===== src/rtl/tl_traffic_gen.sv =====
// tl_traffic_gen: TileLink-UL traffic generator and response checker.
// Host commands queue in a FIFO, issue on A with up to MAX_INFLIGHT sources outstanding, and are scored on D.

module tl_tg_slot #(
  parameter int DATA_BYTES = 8
) (
  input  logic                    i_clk,
  input  logic                    i_rst,
  input  logic                    i_load,
  input  logic                    i_is_get,
  input  logic [8*DATA_BYTES-1:0] i_exp,
  input  logic [DATA_BYTES-1:0]   i_mask,
  input  logic                    i_set,
  input  logic                    i_clr,
  input  logic [2:0]              i_d_opcode,
  input  logic [8*DATA_BYTES-1:0] i_d_data,
  input  logic                    i_d_denied,
  input  logic                    i_d_corrupt,
  output logic                    o_busy,
  output logic                    o_fail
);
  logic                    r_busy, r_is_get;
  logic [8*DATA_BYTES-1:0] r_exp, w_bmask;
  logic [DATA_BYTES-1:0]   r_mask;
  logic                    w_op_bad, w_data_bad;

  always_ff @(posedge i_clk) begin
    if (i_rst) begin
      r_busy   <= 1'b0;
      r_is_get <= 1'b0;
      r_exp    <= '0;
      r_mask   <= '0;
    end else begin
      if (i_set)      r_busy <= 1'b1;
      else if (i_clr) r_busy <= 1'b0;
      if (i_load) begin
        r_is_get <= i_is_get;
        r_exp    <= i_exp;
        r_mask   <= i_mask;
      end
    end
  end

  for (genvar b = 0; b < DATA_BYTES; b++) begin : g_bexp
    assign w_bmask[8*b +: 8] = {8{r_mask[b]}};
  end

  // GET expects AccessAckData (1), PUTs expect AccessAck (0)
  assign w_op_bad   = i_d_opcode != {2'b00, r_is_get};
  assign w_data_bad = r_is_get && (((i_d_data ^ r_exp) & w_bmask) != '0);
  assign o_fail     = i_d_denied | i_d_corrupt | w_op_bad | w_data_bad;
  assign o_busy     = r_busy;
endmodule

module tl_traffic_gen #(
  parameter int ADDR_BITS    = 32,
  parameter int DATA_BYTES   = 8,
  parameter int SIZE_BITS    = 3,
  parameter int SOURCE_BITS  = 4,
  parameter int MAX_INFLIGHT = 4,
  parameter int CMD_DEPTH    = 8,
  parameter int CNT_BITS     = 16,
  parameter int TIMEOUT      = 1024
) (
  input  logic                              i_clk,
  input  logic                              i_rst,
  input  logic                              i_cmd_valid,
  output logic                              o_cmd_ready,
  input  logic [1:0]                        i_cmd_type,
  input  logic [ADDR_BITS-1:0]              i_cmd_addr,
  input  logic [SIZE_BITS-1:0]              i_cmd_size,
  input  logic [8*DATA_BYTES-1:0]           i_cmd_data,
  input  logic [DATA_BYTES-1:0]             i_cmd_mask,
  input  logic                              i_enable,
  output logic                              o_a_valid,
  input  logic                              i_a_ready,
  output logic [2:0]                        o_a_opcode,
  output logic [2:0]                        o_a_param,
  output logic [SIZE_BITS-1:0]              o_a_size,
  output logic [SOURCE_BITS-1:0]            o_a_source,
  output logic [ADDR_BITS-1:0]              o_a_address,
  output logic [DATA_BYTES-1:0]             o_a_mask,
  output logic [8*DATA_BYTES-1:0]           o_a_data,
  input  logic                              i_d_valid,
  output logic                              o_d_ready,
  input  logic [2:0]                        i_d_opcode,
  input  logic [SOURCE_BITS-1:0]            i_d_source,
  input  logic [8*DATA_BYTES-1:0]           i_d_data,
  input  logic                              i_d_denied,
  input  logic                              i_d_corrupt,
  output logic [CNT_BITS-1:0]               o_pass_count,
  output logic [CNT_BITS-1:0]               o_fail_count,
  output logic [$clog2(MAX_INFLIGHT+1)-1:0] o_inflight,
  output logic                              o_done,
  output logic                              o_err_unexp,
  output logic                              o_err_timeout,
  output logic [SOURCE_BITS-1:0]            o_first_fail_src
);
  localparam int IW = $clog2(MAX_INFLIGHT+1);
  localparam int PW = $clog2(CMD_DEPTH);
  localparam int WW = $clog2(TIMEOUT+1);
  localparam int DW = 8*DATA_BYTES;

  typedef struct packed {
    logic [1:0]            typ;
    logic [ADDR_BITS-1:0]  addr;
    logic [SIZE_BITS-1:0]  size;
    logic [DW-1:0]         data;
    logic [DATA_BYTES-1:0] mask;
  } cmd_t;

  typedef enum logic {S_IDLE, S_ISSUE} state_t;

  cmd_t                    r_fifo [CMD_DEPTH];
  logic [PW:0]             r_wp, r_rp;
  cmd_t                    w_head, w_cmd_in;
  logic                    w_empty, w_full, w_push, w_pop, w_drop, w_load, w_a_hs;
  state_t                  r_state, w_state_nxt;

  logic [2:0]              r_a_opcode;
  logic [SIZE_BITS-1:0]    r_a_size;
  logic [SOURCE_BITS-1:0]  r_a_source;
  logic [ADDR_BITS-1:0]    r_a_address;
  logic [DATA_BYTES-1:0]   r_a_mask;
  logic [DW-1:0]           r_a_data;

  logic [MAX_INFLIGHT-1:0] w_busy, w_sfail, w_load_sel, w_set_sel, w_dsel;
  logic                    w_any_free, w_d_hit, w_d_fail;
  logic [SOURCE_BITS-1:0]  w_free_idx;
  logic [IW-1:0]           w_inflight;
  logic [1:0]              w_pass_inc, w_fail_inc;

  logic [CNT_BITS-1:0]     r_pass, r_fail;
  logic                    r_ff_vld, r_err_unexp, r_err_to, r_done;
  logic [SOURCE_BITS-1:0]  r_ff_src;
  logic [WW-1:0]           r_wd;

  assign w_cmd_in = '{typ: i_cmd_type, addr: i_cmd_addr, size: i_cmd_size,
                      data: i_cmd_data, mask: i_cmd_mask};
  assign w_head   = r_fifo[r_rp[PW-1:0]];
  assign w_empty  = r_wp == r_rp;
  assign w_full   = (r_wp[PW] != r_rp[PW]) && (r_wp[PW-1:0] == r_rp[PW-1:0]);
  assign w_push   = i_cmd_valid && !w_full;
  assign w_drop   = w_pop && (w_head.typ == 2'd3);
  assign w_load   = w_pop && (w_head.typ != 2'd3);
  assign w_a_hs   = (r_state == S_ISSUE) && i_a_ready;

  always_ff @(posedge i_clk) begin
    if (w_push) r_fifo[r_wp[PW-1:0]] <= w_cmd_in;
  end

  always_comb begin
    w_any_free = 1'b0;
    w_free_idx = '0;
    for (int i = MAX_INFLIGHT-1; i >= 0; i--)
      if (!w_busy[i]) begin
        w_any_free = 1'b1;
        w_free_idx = SOURCE_BITS'(i);
      end
  end

  always_comb begin
    w_inflight = '0;
    for (int i = 0; i < MAX_INFLIGHT; i++) w_inflight = w_inflight + IW'(w_busy[i]);
  end

  always_ff @(posedge i_clk) begin
    if (i_rst) r_state <= S_IDLE;
    else       r_state <= w_state_nxt;
  end

  // Reserved type 3 is consumed in IDLE without leaving it, so it never takes a slot
  always_comb begin
    w_state_nxt = r_state;
    w_pop       = 1'b0;
    case (r_state)
      S_IDLE:
        if (i_enable && !w_empty && w_any_free) begin
          w_pop = 1'b1;
          if (w_head.typ != 2'd3) w_state_nxt = S_ISSUE;
        end
      S_ISSUE:
        if (i_a_ready) w_state_nxt = S_IDLE;
      default: w_state_nxt = S_IDLE;
    endcase
  end

  for (genvar s = 0; s < MAX_INFLIGHT; s++) begin : g_slot
    assign w_dsel[s]     = i_d_valid && (i_d_source == SOURCE_BITS'(s));
    assign w_load_sel[s] = w_load && (w_free_idx == SOURCE_BITS'(s));
    assign w_set_sel[s]  = w_a_hs && (r_a_source == SOURCE_BITS'(s));
    tl_tg_slot #(.DATA_BYTES(DATA_BYTES)) u_slot (
      .i_clk      (i_clk),
      .i_rst      (i_rst),
      .i_load     (w_load_sel[s]),
      .i_is_get   (w_head.typ == 2'd0),
      .i_exp      (w_head.data),
      .i_mask     (w_head.mask),
      .i_set      (w_set_sel[s]),
      .i_clr      (w_dsel[s]),
      .i_d_opcode (i_d_opcode),
      .i_d_data   (i_d_data),
      .i_d_denied (i_d_denied),
      .i_d_corrupt(i_d_corrupt),
      .o_busy     (w_busy[s]),
      .o_fail     (w_sfail[s])
    );
  end

  assign w_d_hit    = |(w_dsel & w_busy);
  assign w_d_fail   = |(w_dsel & w_busy & w_sfail);
  assign w_pass_inc = {1'b0, w_d_hit & ~w_d_fail};
  assign w_fail_inc = {1'b0, w_d_hit & w_d_fail} + {1'b0, w_drop};

  function automatic logic [CNT_BITS-1:0] sat_add(input logic [CNT_BITS-1:0] a,
                                                  input logic [1:0] inc);
    logic [CNT_BITS:0] s;
    s = {1'b0, a} + {{(CNT_BITS-1){1'b0}}, inc};
    return s[CNT_BITS] ? '1 : s[CNT_BITS-1:0];
  endfunction

  always_ff @(posedge i_clk) begin
    if (i_rst) begin
      r_wp        <= '0;
      r_rp        <= '0;
      r_a_opcode  <= '0;
      r_a_size    <= '0;
      r_a_source  <= '0;
      r_a_address <= '0;
      r_a_mask    <= '0;
      r_a_data    <= '0;
      r_pass      <= '0;
      r_fail      <= '0;
      r_ff_vld    <= 1'b0;
      r_ff_src    <= '0;
      r_err_unexp <= 1'b0;
      r_err_to    <= 1'b0;
      r_wd        <= '0;
      r_done      <= 1'b1;
    end else begin
      if (w_push) r_wp <= r_wp + (PW+1)'(1);
      if (w_pop)  r_rp <= r_rp + (PW+1)'(1);
      if (w_load) begin
        r_a_size    <= w_head.size;
        r_a_source  <= w_free_idx;
        r_a_address <= w_head.addr;
        case (w_head.typ)
          2'd0: begin r_a_opcode <= 3'd4; r_a_mask <= w_head.mask; r_a_data <= '0;          end
          2'd1: begin r_a_opcode <= 3'd0; r_a_mask <= '1;          r_a_data <= w_head.data; end
          default: begin r_a_opcode <= 3'd1; r_a_mask <= w_head.mask; r_a_data <= w_head.data; end
        endcase
      end
      r_pass <= sat_add(r_pass, w_pass_inc);
      r_fail <= sat_add(r_fail, w_fail_inc);
      if (w_d_hit && w_d_fail && !r_ff_vld) begin
        r_ff_vld <= 1'b1;
        r_ff_src <= i_d_source;
      end
      if (i_d_valid && !w_d_hit) r_err_unexp <= 1'b1;
      if (i_d_valid || (w_inflight == '0)) r_wd <= '0;
      else if (r_wd != WW'(TIMEOUT))       r_wd <= r_wd + WW'(1);
      if (r_wd == WW'(TIMEOUT)) r_err_to <= 1'b1;
      r_done <= w_empty && (w_inflight == '0) && (r_state == S_IDLE);
    end
  end

  assign o_cmd_ready      = !w_full;
  assign o_a_valid        = r_state == S_ISSUE;
  assign o_a_opcode       = r_a_opcode;
  assign o_a_param        = 3'd0;
  assign o_a_size         = r_a_size;
  assign o_a_source       = r_a_source;
  assign o_a_address      = r_a_address;
  assign o_a_mask         = r_a_mask;
  assign o_a_data         = r_a_data;
  assign o_d_ready        = 1'b1;
  assign o_pass_count     = r_pass;
  assign o_fail_count     = r_fail;
  assign o_inflight       = w_inflight;
  assign o_done           = r_done;
  assign o_err_unexp      = r_err_unexp;
  assign o_err_timeout    = r_err_to;
  assign o_first_fail_src = r_ff_src;
endmodule


===== config.mk =====
export PLATFORM = sky130hd
export DESIGN_NAME = tl_traffic_gen
export DESIGN_NICKNAME = d
export VERILOG_FILES = /design/src/rtl/tl_traffic_gen.sv
export SDC_FILE = /design/constraint.sdc
export NUM_CORES = 2
export LEC_CHECK = 0
export CAP_MARGIN = 30
export CORE_ASPECT_RATIO = 0.8
export CORE_MARGIN = 2
export CORE_UTILIZATION = 45
export CTS_CLUSTER_SIZE = 40
export DETAILED_ROUTE_END_ITERATION = 8
export PLACE_DENSITY = 0.63
export SYNTH_ARGS = -nofsm -noshare
export SYNTH_HDL_FRONTEND = slang
export SYNTH_SLANG_ARGS = --single-unit

===== constraint.sdc =====
create_clock -name i_clk -period 26.7 [get_ports i_clk]
set_clock_uncertainty 0.1 [all_clocks]
set_input_delay 8.01 -clock i_clk [delete_from_list [all_inputs] [get_ports i_clk]]
set_output_delay 8.01 -clock i_clk [all_outputs]
set_load 0.02 [all_outputs]

# After elaboration in Yosys (flattened, before gate mapping)
# Memory sizes are Yosys's and may differ from the RTL's. A register that Yosys moved wholly into a read port is not among the register bits.
# Cells that the tools add are included.
dict set report totals {
  ff_bits 470
  mem_bits_rw 872
  inputBits 188
  output_inout_bits 162
  memories 1
}
# memory words width rd rd_ports_with_merged_regs write_ports line
set memory_table {}
lappend memory_table {r_fifo 8 109 1 1 1 114} ;# cmd_t r_fifo [CMD_DEPTH];
dict set report op_classes {
  addsub 9
  n_eq_ne 21
  mux 31
  bitwise_logic 23
  reduce_logical 49
}
# operator n
set ops {}
lappend ops {{AND 64 bit} 4}
lappend ops {{nonzero test 64 bit} 4}
lappend ops {{bitwise XOR 64 bit} 4}
lappend ops {{2-to-1 mux 64 bit} 1}
lappend ops {{2-to-1 mux 16 bit} 2}
lappend ops {{logical AND 1 bit} 28}
lappend ops {{== test 4 x 2 -> 1 bit (second input constant)} 6}
lappend ops {{2-to-1 mux 1 bit} 19}
lappend ops {{adder 16 x 1 -> 17 bit} 1}
lappend ops {{adder 16 x 2 -> 17 bit} 1}
lappend ops {{== test 4 x 1 -> 1 bit (second input constant)} 3}
lappend ops {{zero test 4 bit} 3}
lappend ops {{2-to-1 mux 4 bit} 3}
lappend ops {{!= test 3 x 1 -> 1 bit} 4}
lappend ops {{adder 11 x 1 -> 11 bit (second input constant)} 1}
lappend ops {{== test 11 bit (second input constant)} 1}
lappend ops {{!= test 11 bit (second input constant)} 1}
lappend ops {{OR 1 bit} 9}
lappend ops {{adder 4 x 1 -> 4 bit (second input constant)} 2}
lappend ops {{AND 4 bit} 2}
lappend ops {{2-to-1 mux 8 bit} 1}
lappend ops {{nonzero test 2 bit} 4}
lappend ops {{OR reduction 4 bit} 2}
lappend ops {{2-to-1 mux 3 bit} 2}
lappend ops {{other kinds (19)} 25}

# Logic depth before layout (Yosys ltp)
dict set report logic_depth {
  word_depth 11
  mapped_depth 18
  mapped_depth_nobuf 17
}

# Hierarchy
# Synthesis repeated with hierarchy kept, for this count alone.
dict set report unflattened {
  hier_cells 3436
  hier_area_um2 53582.6
}
# mod n_inst cells_each area_each_um2 seq_area_each_um2
set modules_own_cells {}
lappend modules_own_cells {tl_traffic_gen 1 2100 40284.9 29668.5}
lappend modules_own_cells {tl_tg_slot 4 334 3324.4 1481.4}

# Least setup slack after synthesis
# No wires, ideal clock.
dict set report synth_path {
  path_kind {input-to-reg}
  from {input i_cmd_valid}
  to {memory r_fifo[0][0] (netlist name) (enable)}
  setup_time_ps 710
  arrival_ps 15813
  required_ps 25890
  setup_slack_ps 10077
  stages 4
  path_buffers 1
  cell_sequence {and2_1 > clkbuf_1 > nand2b_1 > nor3_1}
}
dict set report synth_between {
  elab_chain_cells 3
}
# element line
set synth_rtl {}
lappend synth_rtl {{start, declared} 67} ;# input logic i_cmd_valid,
lappend synth_rtl {{logical AND 1 bit} 143} ;# assign w_push = i_cmd_valid && !w_full;
lappend synth_rtl {{2-to-1 mux 1 bit} 149} ;# if (w_push) r_fifo[r_wp[PW-1:0]] <= w_cmd_in;
lappend synth_rtl {{2-to-1 mux 1 bit (implied by the code)} 149}
lappend synth_rtl {{end, declared} 114}
# Every way passes these cells.

# Final worst setup path
dict set report layout_path {
  from {input i_d_data[63]}
  to {register r_pass[0], in the netlist o_pass_count[0]}
}
dict set report layout_between {
  elab_chain_cells 11
  elab_cells_between_ends 26
  cone_classes {add/sub: 1; mux: 1; bitwise: 15; reduce/logical: 9}
}
# element line
set layout_rtl {}
lappend layout_rtl {{start, declared} 88} ;# input logic [8*DATA_BYTES-1:0] i_d_data,
lappend layout_rtl {{bitwise XOR 64 bit} 50} ;# assign w_data_bad = r_is_get && (((i_d_data ^ r_exp) & w_bmask) != '0);
lappend layout_rtl {{AND 64 bit} 50}
lappend layout_rtl {{nonzero test 64 bit} 50}
lappend layout_rtl {{logical AND 1 bit} 50}
lappend layout_rtl {{OR 1 bit} 51} ;# assign o_fail = i_d_denied | i_d_corrupt | w_op_bad | w_data_bad;
lappend layout_rtl {{AND 4 bit *} 211} ;# assign w_d_fail = |(w_dsel & w_busy & w_sfail);
lappend layout_rtl {{OR reduction 4 bit *} 211}
lappend layout_rtl {{inverter 1 bit *} 212} ;# assign w_pass_inc = {1'b0, w_d_hit & ~w_d_fail};
lappend layout_rtl {{AND 1 bit *} 212}
lappend layout_rtl {{adder 16 x 1 -> 17 bit *} 218} ;# s = {1'b0, a} + {{(CNT_BITS-1){1'b0}}, inc};
lappend layout_rtl {{2-to-1 mux 16 bit *} 219} ;# return s[CNT_BITS] ? '1 : s[CNT_BITS-1:0];
lappend layout_rtl {{end signal, assigned} 253} ;# r_pass <= sat_add(r_pass, w_pass_inc);
lappend layout_rtl {{end, declared} 133} ;# logic [CNT_BITS-1:0] r_pass, r_fail;
# Mark *: on every way between the ends. The rest lies on a longest branch, timed or not.
# A chain may end at the register's enable or synchronous reset.

==> summary.md <==
| Metric | Value |
|---|---|
| Number of synthesized register bits | `1,342` |
| Crit Path Class | `in2reg` |
| Net count, final | `3,946` |
| Top FF cell, synth | `sky130_fd_sc_hd__edfxtp_1` |
| Number of nets still failing antenna checks after routing | `0` |
| Area of the die | `119,000 um2` |
| Nature of the critical path endpoint | `flop` |
| Post-synthesis adder-cell area fraction | `0.292%` |
| Number of buffers inserted during clock tree synthesis | `136` |
| Maximum ir drop on the vdd rail | `0.0500 mV` |
| Setup repair after global routing missed its margin | `no` |
| Fraction of final layout cells with drive strength greater than 1 | `13.0%` |
| Detailed-route via count | `29,500` |
| Number of violations of the max-capacitance limit | `0` |
| Remaining Overflow, GRT | `0` |
| Clk slew on worst S/H paths | `0.06 ns` |
| Die boundary height | `309 um` |
| Multiplexer share of the synthesized area | `11.8%` |
| Number of DRC violations after detailed routing | `0` |
| Placeable core area | `115,000 um2` |
| Count of hold buffers inserted by post-cts repair | `0` |
| Antenna violations before repair | `29` |
| Final GP Congestion | `0.822` |
| Mean number of vias per cell | `5.47` |
| Number of standard-cell rows in the floorplan | `111` |
| Compound-Gate Fraction of Synth Area | `6.28%` |
| Synth Area per Inst | `15.0 um2` |
| Top cells by area, synth | `sky130_fd_sc_hd__edfxtp_1, sky130_fd_sc_hd__dfxtp_1, sky130_fd_sc_hd__mux4_2, sky130_fd_sc_hd__a211oi_1, sky130_fd_sc_hd__xnor2_1` |
| Worst-path fanout max | `13` |
| Power density of the placed cells | `81.6 nW/um2` |
| GR Util All Layers | `21.9%` |
| Combinational family with the most area after synthesis | `multiplexers` |
| Run status | `complete, no violations` |
| Startpoint type of the worst setup path | `input port` |
| Required arrival time at the worst endpoint | `27.29 ns` |
| Global-route wire length before repair | `193,000 um` |
| Effective utilization at floorplan | `45.5%` |
| Die width | `385 um` |
| Top cell types by occurrence after synthesis | `sky130_fd_sc_hd__edfxtp_1, sky130_fd_sc_hd__dfxtp_1, sky130_fd_sc_hd__nor2_1, sky130_fd_sc_hd__a211oi_1, sky130_fd_sc_hd__xnor2_1` |
| Final hold viol count | `0` |
| Synthesized cell area | `52,200 um2` |
| Via count of the first global-routing pass | `29,500` |
| Clock tree root driver cell | `sky130_fd_sc_hd__clkbuf_16` |
| Top cell type's share of synthesized area | `50.1%` |
| Total leakage power | `0.0187 uW` |
| Pins Over Slew Limit | `0` |
| Rel. slew slack | `32.7%` |
| Port buffer count | `342` |
| Cell type contributing the most total cell area after synthesis | `sky130_fd_sc_hd__edfxtp_1` |
| Estimated wirelength of the detail-placed design | `79,000 um` |
| Clock buffer depth | `3` |
| Number of flops mapped to enable cells by yosys | `872` |
| First-pass iteration count of the detailed router | `5` |
| Iteration-0 DRC Markers | `2,225` |
| Area Growth Syn to Fin | `17.7%` |
| Fraction of the mapped netlist area in simple logic gates | `6.00%` |
| Share of the clock period used by the worst path | `45.2%` |
| Final setup viols | `0` |
| Average routed wire per standard cell | `24.0 um` |
| Number of setup buffers added after CTS | `0` |
| Class of the worst hold path | `reg2reg` |
| Routed wire length | `129,000 um` |
| Final worst path period need | `12.06 ns` |
| Seq/Total Area, Yosys | `68.1%` |
| Fmax | `83.0 MHz` |
| Async set or reset register ratio after synthesis | `0%` |
| Maximum number of pins on one net before global-route repair | `111` |
| Count of different cell masters after synthesis | `42` |
| Total Neg Setup Slack | `0 ns` |
| H-tree depth | `4` |
| I/O pin count | `350` |
| Instance count of the mapped netlist | `3,489` |
| Area share of xor/xnor cells in the synthesized design | `4.95%` |
| Clock Sink Count | `1,342` |
| CTS tree | `built` |
| Data arrival time of the critical path | `12.64 ns` |
| Worst-skew pair later-pin latency | `0.78 ns` |
| Transition time at the pin with the least slew margin | `0.981 ns` |
| Final core utilization | `53.5%` |
| Top-count cell post-synth | `sky130_fd_sc_hd__edfxtp_1` |
| Synth Warn # | `0` |
| Number of gates given a new drive strength after cts | `0` |
report_power, final:
| part | leakage (uW) | switching (uW) | internal, uW | total, uW |
|---|---|---|---|---|
| Sequential | 0.0117 | 61.6 | 2310 | 2370 |
| Combinational | 0.00475 | 426 | 327 | 752 |
| Clock | 0.00219 | 810 | 1090 | 1900 |
| Total | 0.0187 | 1300 | 3720 | 5020 |
placed cells by master (no fill, tap or decap), drive strengths merged, types with 10 or more instances in the layout:
cell type	count
edfxtp	872
dfxtp	470
nor2	452
clkdlybuf4s50	341
a211oi	332
xnor2	269
mux4	219
clkbuf	187
mux2i	120
a21oi	103
nor3	81
nand4	75
buf	59
clkinv	47
o21ai	40
nand2	36
nand3	29
xor2	26
inv	23
and3	10
nand2b	10
bufinv	10
final cells by class:
| cell class | count | area, um2 |
|---|---|---|
| antenna | 7 | 17.5 |
| clock buffer | 187 | 3740 |
| clock inverter | 65 | 717 |
| fill | 9315 | 53400 |
| inverter | 16 | 60.1 |
| multi-input combinational | 1851 | 15400 |
| sequential | 1342 | 35600 |
| tap | 1525 | 1910 |
| timing repair buffer | 400 | 4010 |
worst max-delay path, cell delays in order:
cell                              delay [ns]
sky130_fd_sc_hd__clkdlybuf4s50_1        0.66
sky130_fd_sc_hd__xnor2_1                0.17
sky130_fd_sc_hd__nand4_1                0.14
sky130_fd_sc_hd__o21ai_0                0.53
sky130_fd_sc_hd__nand4_1                0.26
sky130_fd_sc_hd__nor3_1                 0.23
sky130_fd_sc_hd__nor3_1                 0.09
sky130_fd_sc_hd__nor4_1                 0.68
sky130_fd_sc_hd__and3_1                 0.28
sky130_fd_sc_hd__ha_1                   0.18
sky130_fd_sc_hd__ha_1                   0.21
sky130_fd_sc_hd__nand3_1                0.18
sky130_fd_sc_hd__nor2_1                 0.23
sky130_fd_sc_hd__nand4_1                0.49
sky130_fd_sc_hd__a21oi_1                0.30
state kept, by name, indices dropped and copies added, names as in the netlist, 2 cells and up, named ones only:
name	count
o_pass_count	16
g_slot.u_slot.r_mask	32
o_a_size	3
o_first_fail_src	4
r_fifo	872
r_rp	4
g_slot.u_slot.r_is_get	4
r_wd	11
o_a_data	64
o_a_mask	8
o_a_source	2
o_fail_count	16
g_slot.u_slot.o_busy	4
o_a_address	32
r_wp	4
o_a_opcode	2
g_slot.u_slot.r_exp	256
metal layers:
metal	track usage [%]	vias up	share of wire, %
li1	-	13700	-
met1	31.4	14800	46
met2	33.2	712	45
met3	5.73	197	6.9
met4	6.24	42	1.9
met5	0	-	0.22
worst paths after layout:
| kind | depth (start not counted) | from | slack [ns] | to |
|---|---|---|---|---|
| worst max-delay path | 15 | i_d_data[63] | 14.64 | o_pass_count[0]$_SDFF_PP0_ |
| worst min-delay path | 2 | o_err_timeout$_SDFFE_PP0N_ | 0.35 | o_err_timeout$_SDFFE_PP0N_ |
| worst max register to register | 10 | flop | 21.17 | g_slot[0].u_slot.r_exp[19]$_SDFFE_PP0P_ |
| worst min register to register | 2 | o_err_timeout$_SDFFE_PP0N_ | 0.35 | o_err_timeout$_SDFFE_PP0N_ |
logic make-up (layout without fill, tap and decap cells):
family | count (synthesis) | count (layout)
other | 2 | 14
adders and majority gates | 11 | 11
AOI/OAI and AO/OA | 483 | 483
DFF | 1342 | 1342
and+or+nand+nor | 715 | 715
buffers and inverters | 301 | 668
muxes | 340 | 340
xor gates and xnor gates | 295 | 295
per-stage QoR:
stage                     instance area [um2]  worst slack [ns]  total power, uW  hold slack (ns)  std cells
after CTS                               61300             14.49             5070            0.352       5380
after floorplan                         52300             10.08             2900            0.332       3494
final                                   61500             14.64             5020            0.345       5393
after global routing                    61500             14.11             5220            0.373       5391
after global placement                  56800             13.64             3150            0.334       5124
after detailed placement                56800             13.67             3170            0.344       5128
No activity file was read; power rests on OpenSTA's default activity.
